==> src/rtl/multdiv_ctrl.sv <==
// Iterative signed multiply/divide controller. One shift-add (multiply) or
// restoring shift-subtract (divide) step per cycle on operand magnitudes,
// 32 steps per operation, with sign fix-up and exception detection applied
// on the final step as the result is registered.
module multdiv_ctrl (
  input  logic        clock,
  input  logic        reset,
  input  logic [31:0] data_operandA,
  input  logic [31:0] data_operandB,
  input  logic        ctrl_MULT,
  input  logic        ctrl_DIV,
  output logic [31:0] data_result,
  output logic        data_exception,
  output logic        data_resultRDY,
  output logic        data_inputRDY
);

  localparam logic [1:0] StIdle = 2'd0;
  localparam logic [1:0] StMult = 2'd1;
  localparam logic [1:0] StDiv  = 2'd2;
  localparam logic [1:0] StDone = 2'd3;

  logic [1:0]  state_q, state_d;
  logic [4:0]  cnt_q, cnt_d;
  // hi: upper product half (multiply) or partial remainder (divide).
  // lo: multiplier being consumed (multiply) or dividend/quotient (divide).
  logic [31:0] hi_q, hi_d;
  logic [31:0] lo_q, lo_d;
  // Magnitude of the multiplicand (multiply) or divisor (divide).
  logic [31:0] addend_q, addend_d;
  logic        neg_q, neg_d;
  logic        dz_q, dz_d;
  logic [31:0] result_q, result_d;
  logic        exc_q, exc_d;

  logic [31:0] abs_a, abs_b;
  logic [32:0] mult_sum;
  logic [31:0] mult_hi, mult_lo;
  logic [63:0] mult_prod, mult_prod_s;
  logic        mult_ovf;
  logic [32:0] div_shift;
  logic        div_ge;
  logic [31:0] div_diff;
  logic [31:0] div_hi, div_lo, div_q_s;

  assign abs_a = data_operandA[31] ? (32'd0 - data_operandA) : data_operandA;
  assign abs_b = data_operandB[31] ? (32'd0 - data_operandB) : data_operandB;

  // One unsigned shift-add step plus the signed view of the product it yields.
  always_comb begin
    mult_sum    = {1'b0, hi_q} + (lo_q[0] ? {1'b0, addend_q} : 33'd0);
    mult_hi     = mult_sum[32:1];
    mult_lo     = {mult_sum[0], lo_q[31:1]};
    mult_prod   = {mult_hi, mult_lo};
    mult_prod_s = neg_q ? (64'd0 - mult_prod) : mult_prod;
    // Result fits in 32 signed bits only if bits 63..31 are a pure sign extension.
    mult_ovf    = ~((&mult_prod_s[63:31]) | ~(|mult_prod_s[63:31]));
  end

  // One restoring shift-subtract step. The remainder stays below the divisor
  // (at most 2^31), so a 32-bit difference is exact whenever the subtract is kept.
  always_comb begin
    div_shift = {hi_q, lo_q[31]};
    div_ge    = div_shift >= {1'b0, addend_q};
    div_diff  = div_shift[31:0] - addend_q;
    div_hi    = div_ge ? div_diff : div_shift[31:0];
    div_lo    = {lo_q[30:0], div_ge};
    div_q_s   = neg_q ? (32'd0 - div_lo) : div_lo;
  end

  // Next-state: start pulses win in any state (restart/abort), else iterate.
  always_comb begin
    state_d  = state_q;
    cnt_d    = cnt_q;
    hi_d     = hi_q;
    lo_d     = lo_q;
    addend_d = addend_q;
    neg_d    = neg_q;
    dz_d     = dz_q;
    result_d = result_q;
    exc_d    = exc_q;
    if (ctrl_MULT) begin
      state_d  = StMult;
      cnt_d    = 5'd0;
      hi_d     = 32'd0;
      lo_d     = abs_b;
      addend_d = abs_a;
      neg_d    = data_operandA[31] ^ data_operandB[31];
      dz_d     = 1'b0;
    end else if (ctrl_DIV) begin
      state_d  = StDiv;
      cnt_d    = 5'd0;
      hi_d     = 32'd0;
      lo_d     = abs_a;
      addend_d = abs_b;
      neg_d    = data_operandA[31] ^ data_operandB[31];
      dz_d     = (data_operandB == 32'd0);
    end else begin
      case (state_q)
        StMult: begin
          hi_d  = mult_hi;
          lo_d  = mult_lo;
          cnt_d = cnt_q + 5'd1;
          if (cnt_q == 5'd31) begin
            state_d  = StDone;
            result_d = mult_prod_s[31:0];
            exc_d    = mult_ovf;
          end
        end
        StDiv: begin
          hi_d  = div_hi;
          lo_d  = div_lo;
          cnt_d = cnt_q + 5'd1;
          if (cnt_q == 5'd31) begin
            state_d = StDone;
            if (dz_q) begin
              result_d = 32'd0;
              exc_d    = 1'b1;
            end else begin
              result_d = div_q_s;
              // Only |quotient| = 2^31 with a positive sign is unrepresentable.
              exc_d    = div_lo[31] & ~neg_q;
            end
          end
        end
        StDone:  state_d = StIdle;
        default: state_d = StIdle;
      endcase
    end
  end

  // State registers with synchronous reset.
  always_ff @(posedge clock) begin
    if (reset) begin
      state_q  <= StIdle;
      cnt_q    <= 5'd0;
      hi_q     <= 32'd0;
      lo_q     <= 32'd0;
      addend_q <= 32'd0;
      neg_q    <= 1'b0;
      dz_q     <= 1'b0;
      result_q <= 32'd0;
      exc_q    <= 1'b0;
    end else begin
      state_q  <= state_d;
      cnt_q    <= cnt_d;
      hi_q     <= hi_d;
      lo_q     <= lo_d;
      addend_q <= addend_d;
      neg_q    <= neg_d;
      dz_q     <= dz_d;
      result_q <= result_d;
      exc_q    <= exc_d;
    end
  end

  // Handshake outputs are decoded straight from the state register.
  always_comb begin
    data_result    = result_q;
    data_exception = exc_q;
    data_resultRDY = (state_q == StDone);
    data_inputRDY  = (state_q == StIdle) || (state_q == StDone);
  end

endmodule
==> config.mk <==
export PLATFORM = sky130hd
export DESIGN_NAME = multdiv_ctrl
export DESIGN_NICKNAME = d
export VERILOG_FILES = /design/src/rtl/multdiv_ctrl.sv
export SDC_FILE = /design/constraint.sdc
export NUM_CORES = 1
export LEC_CHECK = 0
export CORE_MARGIN = 2
export CORE_UTILIZATION = 60
export DETAILED_ROUTE_END_ITERATION = 7
export GPL_TIMING_DRIVEN = 0
export PLACE_DENSITY = 0.91
export SYNTH_ARGS = -nofsm -noshare
export SYNTH_HDL_FRONTEND = slang
export SYNTH_SLANG_ARGS = --single-unit
==> constraint.sdc <==
create_clock -name clock -period 7.1 [get_ports clock]
set_input_delay 1.42 -clock clock [delete_from_list [all_inputs] [get_ports clock]]
set_output_delay 1.42 -clock clock [all_outputs]
set_load 0.005 [all_outputs]
# --- Yosys cells after proc, flatten, opt, wreduce, memory -nomap -nowiden ---
# Cells that the tools add are included.
word_totals:
  regBits: 138
  in_bits: 68
  elab_cells: 72
classes:
  add_sub_neg: 7
  magnitude_cmp: 1
  eq_ne: 8
  muxes: 26
  bitwise_logic: 8
  reduce_logical: 12
ops:
  columns: ["operator", "count"]
  rows:
  - ["2-to-1 mux 32 bit", 12]
  - ["one-hot mux 32 bit (2 select lines)", 3]
  - ["subtractor 1 x 32 -> 32 bit (first input constant)", 3]
  - ["2-to-1 mux 64 bit", 1]
  - ["subtractor 1 x 64 -> 64 bit (first input constant)", 1]
  - ["adder 32 x 32 -> 33 bit", 1]
  - ["greater-or-equal comparator 33 x 32 -> 1 bit", 1]
  - ["AND reduction 33 bit", 1]
  - ["OR reduction 33 bit", 1]
  - ["logical NOT 32 bit", 1]
  - ["subtractor 32 bit", 1]
  - ["2-to-1 mux 1 bit", 6]
  - ["2-to-1 mux 2 bit", 3]
  - ["adder 5 x 1 -> 5 bit (second input constant)", 1]
  - ["equality test 5 bit (second input constant)", 1]
  - ["inverter 1 bit", 5]
  - ["AND reduction 5 bit", 1]
  - ["equality test 2 bit (second input constant)", 2]
  - ["!= test 2 bit (second input constant)", 2]
  - ["!= test 4 x 1 -> 1 bit (second input constant)", 1]
  - ["nonzero test 2 bit", 2]
  - ["nonzero test 4 bit", 1]
  - ["OR reduction 2 bit", 2]
  - ["!= test 3 x 1 -> 1 bit (second input constant)", 1]
  - ["8 further kinds", 8]

# --- Logic depth before layout (Yosys ltp) ---
# Gate-level depths: netlist (run 1).
depth:
  depth_word: 10
  mapped_depth: 23
  mapped_depth_nobuf: 21

# --- Worst setup path before layout (run 1) ---
# OpenSTA, ideal clock, no wires.
synth_timing:
  kind: "register to register"
  from: "register lo_q[0]"
  to: "register exc_q, in the netlist data_exception"
  arrival_time_ps: 4751
  t_required_ps: 6979
  path_slack_ps: 2228
  stages_incl_launch_ff: 21
  n_path_buf: 3
  period_less_slack_ps: 4872
  cell_sequence: "dfxtp_1 -> clkbuf_1 -> clkinv_1 -> clkbuf_1 -> nor2_1 -> ha_1 -> clkbuf_1 -> a21o_1 -> a211oi_1 -> a2bb2oi_1 -> a2111oi_2 -> a311oi_2 -> nor3_1 -> nand2_1 -> or3_1 -> o21ai_0 -> xor2_1 -> or4_1 -> a211oi_1 -> mux2_1 -> o41ai_2"
synth_between:
  elab_chain_cells: 10
  word_cells_on_any_way: 11
  classes_between: "2 x add/sub; 4 x mux; 3 x bitwise; 2 x reduce/logical"
synth_lines:
  columns: ["item", "line", "rtl"]
  rows:
  - ["from (decl)", "28", "logic [31:0] lo_q, lo_d;"]
  - ["from (signal assigned)", "148", "lo_q <= lo_d;"]
  - ["2-to-1 mux 32 bit (*)", "51", "mult_sum = {1'b0, hi_q} + (lo_q[0] ? {1'b0, addend_q} : 33'd0);"]
  - ["adder 32 x 32 -> 33 bit (*)", "51", null]
  - ["subtractor 1 x 64 -> 64 bit", "55", "mult_prod_s = neg_q ? (64'd0 - mult_prod) : mult_prod;"]
  - ["2-to-1 mux 64 bit (*)", "55", null]
  - ["OR reduction 33 bit", "57", "mult_ovf = ~((&mult_prod_s[63:31]) | ~(|mult_prod_s[63:31]));"]
  - ["inverter 1 bit", "57", null]
  - ["bitwise OR 1 bit (*)", "57", null]
  - ["inverter 1 bit (*)", "57", null]
  - ["2-to-1 mux 1 bit (*)", "104", "if (cnt_q == 5'd31) begin"]
  - ["one-hot mux 1 bit (2 select lines) (*)", "99", "case (state_q)"]
  - ["to (signal assigned)", "143", "exc_q <= 1'b0;"]
  - ["to (signal assigned)", "153", "exc_q <= exc_d;"]
  - ["to (decl)", "34", "logic exc_q, exc_d;"]
# Every way passes the cells marked *; elsewhere a longest branch is shown, timed or not. The select of a mux whose other input is x is not followed.
# A chain may end at the register's enable or synchronous reset.

# --- Worst setup path after layout (run 1) ---
# Ends and elaborated chain as after synthesis.

==> results_dict.tcl, run 1 <==
set metrics [dict create \
    grt_start_max_net_pins 17 \
    synth_seq_area_share 0.188 \
    pre_cts_ws_ps 151 \
    min-delay-start "data_result[18]$_SDFFE_PP0P_" \
    insertion_delay_ps 450 \
    p_leak_nw 6.41 \
    layout-drive-gt1-share 0.0629 \
    busiest_layer "met2" \
    cts_tree "yes" \
    run_status "finished, violations left" \
    start_util 0.608 \
    gr-usage-met3 0.0759 \
    holdPathEnd "data_result[18]$_SDFFE_PP0P_" \
    finalMaxSlewViolations 10 \
    cp_max_fo 10 \
    cts_root_buf "clkbuf_16" \
    reg2regPathDepth 20 \
    synth_nets 2173 \
    synth_cell_types 100 \
    r2r-end "data_exception$_SDFFE_PP0P_" \
    use_met1 0.545 \
    finalHoldViolations 0 \
    wl_per_cell_um 23.3 \
    clock.fmax_mhz 148 \
    r2r-start "lo_q[0]$_SDFFE_PP0P_" \
    placedCellCount 2454 \
    gp_congestion 1.04 \
    crit_arrival_ps 7100 \
    cts.path.max_buffers 2 \
    cts.htree.levels 4 \
    core_um2 24200 \
    synth_area_um2 14700 \
    worstSetupPathType "register to register" \
    gr-total-overflow 0 \
    io_buffers 100 \
    required_ps 7440 \
    drtPass1Iterations 6 \
    hpwl_um 45500 \
    remaining_drc_errors 0 \
    hold_path.class "register to register" \
    grt_pass1_vias 15700 \
    drt-initial-drc-count 2557 \
    area_growth_pct 13.8 \
    clock_sinks 138 \
    grtUsageMet2 0.699 \
    rsz0062_at_grt "no" \
    fp-row-count 57 \
    gr-usage-all-layers 0.436 \
    clock_skew_ps 9.13 \
    holdPathStages 2 \
    period_share 0.953 \
    final_core_util 0.692 \
    antenna_found_initial 1 \
    postCtsSetupRepairBufs 0 \
    synth_flop_cell "dfxtp_1" \
    yosys_warnings 0 \
    grt_pass1_wl_um 88600 \
    avgViaCountPerCell 6.84 \
    ir_worst_vdd_mv 0.186 \
    drv_cap 1 \
    clkTransAtPathRegs_ps 60 \
    die_w_um 161 \
    ff2ff_setup_slack_ps 340 \
    fin_crit_ps 6760 \
    violations "max-capacitance violations, max-slew violations" \
    setup_tns_ps 0 \
    ys_seq_elements 138 \
    critPathCaptureType "register" \
    ctsHoldBuffers 0 \
    async_flop_share 0 \
    p_per_area_nw_per_um2 158 \
    setup_violations 0 \
    synth-edff-count 0 \
    num_vias 17000 \
    max-slew-margin-rel -0.0410 \
    tightest_slew_ps 1550 \
    io_pins 103 \
    wl_um 58000 \
    layout.cells.non_filler 2487 \
    fin_nets 2292 \
    setup_slack_ps 336 \
    syn_avg_cell_area_um2 7.24 \
    syn_inst 2030 \
    fp.dieArea_um2 25800 \
    antenna_left 0 \
    die_h_um 161 \
    cp-start-kind "register" \
    cts_made_buffers 17 \
]
sequential cells by signal, summed over array words and instances (netlist names), 2 cells and up:
name,cells
lo_q,32
addend_q,32
state_q,2
data_result,32
cnt_q,5
hi_q,32
power breakdown:
part	internal, mW	leakage, nW	switching, mW
logic	0.321	4.99	0.534
registers	0.816	1.13	0.0303
clock network	0.503	0.293	0.437
total	1.64	6.41	1.00
per-stage QoR:
step	total power, mW	hold WS, ps	instance area (µm²)
global route	2.72	482	16700
floorplan	1.41	439	14700
detailed placement	1.68	447	16100
finish	2.64	456	16700
global placement	1.67	451	16100
CTS	2.60	456	16700
routing by layer:
| metal | share of wire | vias up |
|---|---|---|
| met1 | 0.38 | 7900 |
| met4 | 0.071 | 0 |
| met2 | 0.44 | 1144 |
| li1 | - | 7713 |
| met3 | 0.11 | 261 |
| met5 | 0 | - |
repair_timing:
action,4_1_cts,5_1_grt
gates resized for setup,0,2
hold endpoints to repair,0,0
endpoints found under the setup margin,0,1
cells in the final DEF (no fill, tap or decap), types with 14 or more instances in the layout:
cell               n
nor2_1           254
a21oi_1          178
nand2_1          162
dfxtp_1          138
clkbuf_1         114
o21ai_0          111
clkdlybuf4s50_1  100
xor2_1            93
xnor2_1           90
ha_1              73
inv_1             58
nor3_1            57
a211oi_1          52
o211ai_1          45
nand3_1           44
a221oi_1          35
a21o_1            34
o31ai_1           32
mux2_2            28
or3_1             25
nand2b_1          22
or4_1             19
nand4_1           18
buf_1             18
o221ai_1          18
nor4_1            17
clkbuf_16         17
nor2b_1           16
a31oi_1           15
and3_1            14
synthesized netlist by cell type, types with 19 or more instances:
library cell  instances  area, µm²
nor2_1              254        953
a21oi_1             178        891
nand2_1             162        608
dfxtp_1             138       2760
clkbuf_1            114        428
o21ai_0             111        556
xor2_1               94        823
xnor2_1              90        788
ha_1                 73        913
inv_1                58        218
nor3_1               57        285
a211oi_1             53        398
o211ai_1             45        338
nand3_1              44        220
a221oi_1             35        307
a21o_1               34        255
o31ai_1              33        248
mux2_2               28        315
or3_1                25        156
nand2b_1             22        138
or4_1                19        143
final cells by class:
| type | instances | area [µm²] |
|---|---|---|
| Inverter | 62 | 233 |
| Tap cell | 324 | 405 |
| Clock inverter | 15 | 173 |
| Clock buffer | 17 | 425 |
| Buffer | 158 | 788 |
| Multi-Input combinational cell | 1672 | 10900 |
| Fill cell | 2103 | 7450 |
| Antenna cell | 1 | 2.50 |
| Timing Repair Buffer | 100 | 1000 |
| Sequential cell | 138 | 2760 |
worst max path at each step:
| stage | from | endpoint | slack, ps | depth (start not counted) |
|---|---|---|---|---|
| floorplan | lo_q[0]$_SDFFE_PP0P_ | data_exception$_SDFFE_PP0P_ | 2230 | 20 |
| global placement | lo_q[0]$_SDFFE_PP0P_ | data_exception$_SDFFE_PP0P_ | 170 | 20 |
| detailed placement | lo_q[0]$_SDFFE_PP0P_ | data_exception$_SDFFE_PP0P_ | 150 | 20 |
| CTS | lo_q[0]$_SDFFE_PP0P_ | data_exception$_SDFFE_PP0P_ | 120 | 20 |
| global route | lo_q[0]$_SDFFE_PP0P_ | data_exception$_SDFFE_PP0P_ | 150 | 20 |
| finish | lo_q[0]$_SDFFE_PP0P_ | data_exception$_SDFFE_PP0P_ | 340 | 20 |
critical path: stages (launching register included):
cell and delay, ps:
dfxtp_1 300, clkbuf_1 400, clkinv_1 450, clkbuf_1 350
nor2_1 160, ha_1 130, clkbuf_1 280, nand3_1 210
a211oi_1 530, o21ai_0 330, and3_1 290, a211oi_1 1200
nor3_1 160, nand4_1 260, or3_1 250, o21ai_0 120
xor2_1 170, or4_1 560, a211oi_1 180, mux2_1 240
o41ai_2 70
kinds of logic (layout without fill, tap and decap cells):
family          count (synthesis)  after routing  share of synthesized area
other cells                     0              1                          0
simple gates                  712            712                      0.234
compound gates                660            660                      0.304
xor+xnor                      184            184                      0.110
flops                         138            138                      0.188
buf+inv                       220            352                     0.0694
mux                            41             41                     0.0304
fa+ha+maj                      75             75                     0.0648
(Power assumes the default switching activity.)
==> run 2, diff against run 1 <==
Settings changed: CTS_CLUSTER_SIZE set to 30.
==> results of run 2 <==
Same layout as run 1: the final DEF is identical, and so are final timing and power.
==> run 3, diff against run 2 <==
Settings changed: CORE_MARGIN 2 to not set, SETUP_SLACK_MARGIN set to 0.1.
==> run 3 against run 2 <==
  * The run now ends clean
  * Setup slack gained 79 ps
  * Clock power shrank 7.0%
  * First-iteration DRC count shrank 7.7%
  * Global-route usage grew 1.4 points
  * Fmax grew 1.2%
  * Final area shrank 0.44%
  * Critical path type unchanged
==> results_dict.tcl, run 3 (synthesis results as in run 1) <==
set metrics [dict create \
    run_status "finished clean" \
    critPathCaptureType "register" \
    r2r-start "lo_q[0]$_SDFFE_PP0P_" \
    switching_power_uw 981 \
    layout-drive-gt1-share 0.0611 \
    fp.dieArea_um2 25100 \
    cts_made_buffers 17 \
    grt_pass1_vias 15900 \
    setup_violations 0 \
    layout.cells.non_filler 2481 \
    drv_cap 0 \
    clock_sinks 138 \
    final_core_util 0.701 \
    crit_arrival_ps 7010 \
    power_frac_comb 0.334 \
    area_growth_pct 13.3 \
    io_pins 103 \
    clock_skew_ps 13.3 \
    n_antenna_cell 0 \
    setup_tns_ps 0 \
    avgViaCountPerCell 6.95 \
    fin_nets 2292 \
    min-delay-start "data_result[18]$_SDFFE_PP0P_" \
    fp-row-count 56 \
    cts_tree "yes" \
    hold_path.class "register to register" \
    hpwl_um 44500 \
    layout_commonest_cell "nor2_1" \
    fin_crit_ps 6680 \
    p_leak_nw 6.39 \
    seqPwrFrac 0.328 \
    tightest_slew_ps 1190 \
    most-common-layout-cells "254 x nor2_1, 178 x a21oi_1, 162 x nand2_1" \
    worstSetupPathType "register to register" \
    postCtsSetupRepairBufs 0 \
    insertion_delay_ps 440 \
    p_int_mw 1.60 \
    wl_per_cell_um 23.1 \
    cp-start-kind "register" \
    switching_share 0.380 \
    gp_congestion 1.07 \
    cts.htree.levels 4 \
    cp_max_fo 10 \
    post_cts_resized 0 \
    io_buffers 100 \
    drtPass1Iterations 7 \
    clkTransAtPathRegs_ps 70 \
    grt_start_max_net_pins 17 \
    gr-usage-all-layers 0.449 \
    clock.fmax_mhz 150 \
    start_util 0.619 \
    antenna_found_initial 0 \
    placedCellCount 2449 \
    max-slew-margin-rel 0.200 \
    drt-initial-drc-count 2361 \
    gr-total-overflow 0 \
    finalHoldViolations 0 \
    num_vias 17200 \
    cts.path.max_buffers 2 \
    core_um2 23800 \
    period_share 0.942 \
    power_mw 2.58 \
    remaining_drc_errors 0 \
    finalMaxSlewViolations 0 \
    die_h_um 159 \
    p_per_area_nw_per_um2 155 \
    ctsHoldBuffers 0 \
    required_ps 7430 \
    ir_worst_vdd_mv 0.181 \
    die_w_um 159 \
    rsz0062_at_grt "no" \
    startpoint "lo_q[0]$_SDFFE_PP0P_" \
    clkPwrFrac 0.338 \
    wl_um 57300 \
    grt_pass1_wl_um 86200 \
    cts_root_buf "clkbuf_16" \
    antenna_left 0 \
]
-- run 3: routing by layer --
metal | up-vias | GRT usage | share of wire
met3 | 293 | 0.108 | 0.12
met1 | 7940 | 0.543 | 0.37
met5 | - | 0 | 0
met2 | 1286 | 0.702 | 0.43
li1 | 7712 | - | -
met4 | 0 | 0.315 | 0.076
-- run 3: power by group through the flow --
stage	sequential [mW]	combinational [mW]	clock (mW)
after floorplan	0.853	0.554	0
after global placement	0.861	0.801	0
after detailed placement	0.863	0.818	0
after CTS	0.846	0.823	0.858
after global routing	0.850	0.910	0.893
final	0.848	0.863	0.874
-- run 3: area by class of cell --
| type | instances | area [µm²] |
|---|---|---|
| Buffer | 158 | 788 |
| Clock buffer | 19 | 443 |
| Clock inverter | 13 | 108 |
| Fill cell | 2037 | 7100 |
| Inverter | 62 | 233 |
| Multi-Input combinational cell | 1672 | 10900 |
| Sequential cell | 138 | 2760 |
| Tap cell | 319 | 399 |
| Timing Repair Buffer | 100 | 1000 |
-- run 3: worst max-delay path, cell delays in order (launching register included) --
cell and delay, ps:
dfxtp_1 300, clkbuf_1 340, clkinv_1 410, clkbuf_1 330, nor2_1 160, ha_1 130, clkbuf_1 280, nand3_1 180
and2_1 210, o31ai_1 840, o31ai_1 320, a21o_1 270, xor2_1 490, nand4_1 300, or3_1 510, o21ai_0 220
xor2_1 120, or4_1 550, a211oi_1 180, mux2_1 320, o41ai_2 100
-- run 3: path summary, 6_finish.rpt --
path	endpoint	slack, ps	depth (start not counted)
worst max-delay path	data_exception$_SDFFE_PP0P_	420	20
worst min-delay path	data_result[18]$_SDFFE_PP0P_	470	2
worst max register to register	data_exception$_SDFFE_PP0P_	420	20
worst min register to register	data_result[18]$_SDFFE_PP0P_	470	2
-- run 3: stage by stage --
step	hold slack [ps]	setup slack (ps)	area (µm²)
after floorplan	439	2230	14700
after global placement	455	752	16100
after detailed placement	456	662	16100
after CTS	464	642	16700
after global routing	494	202	16700
final	467	415	16700
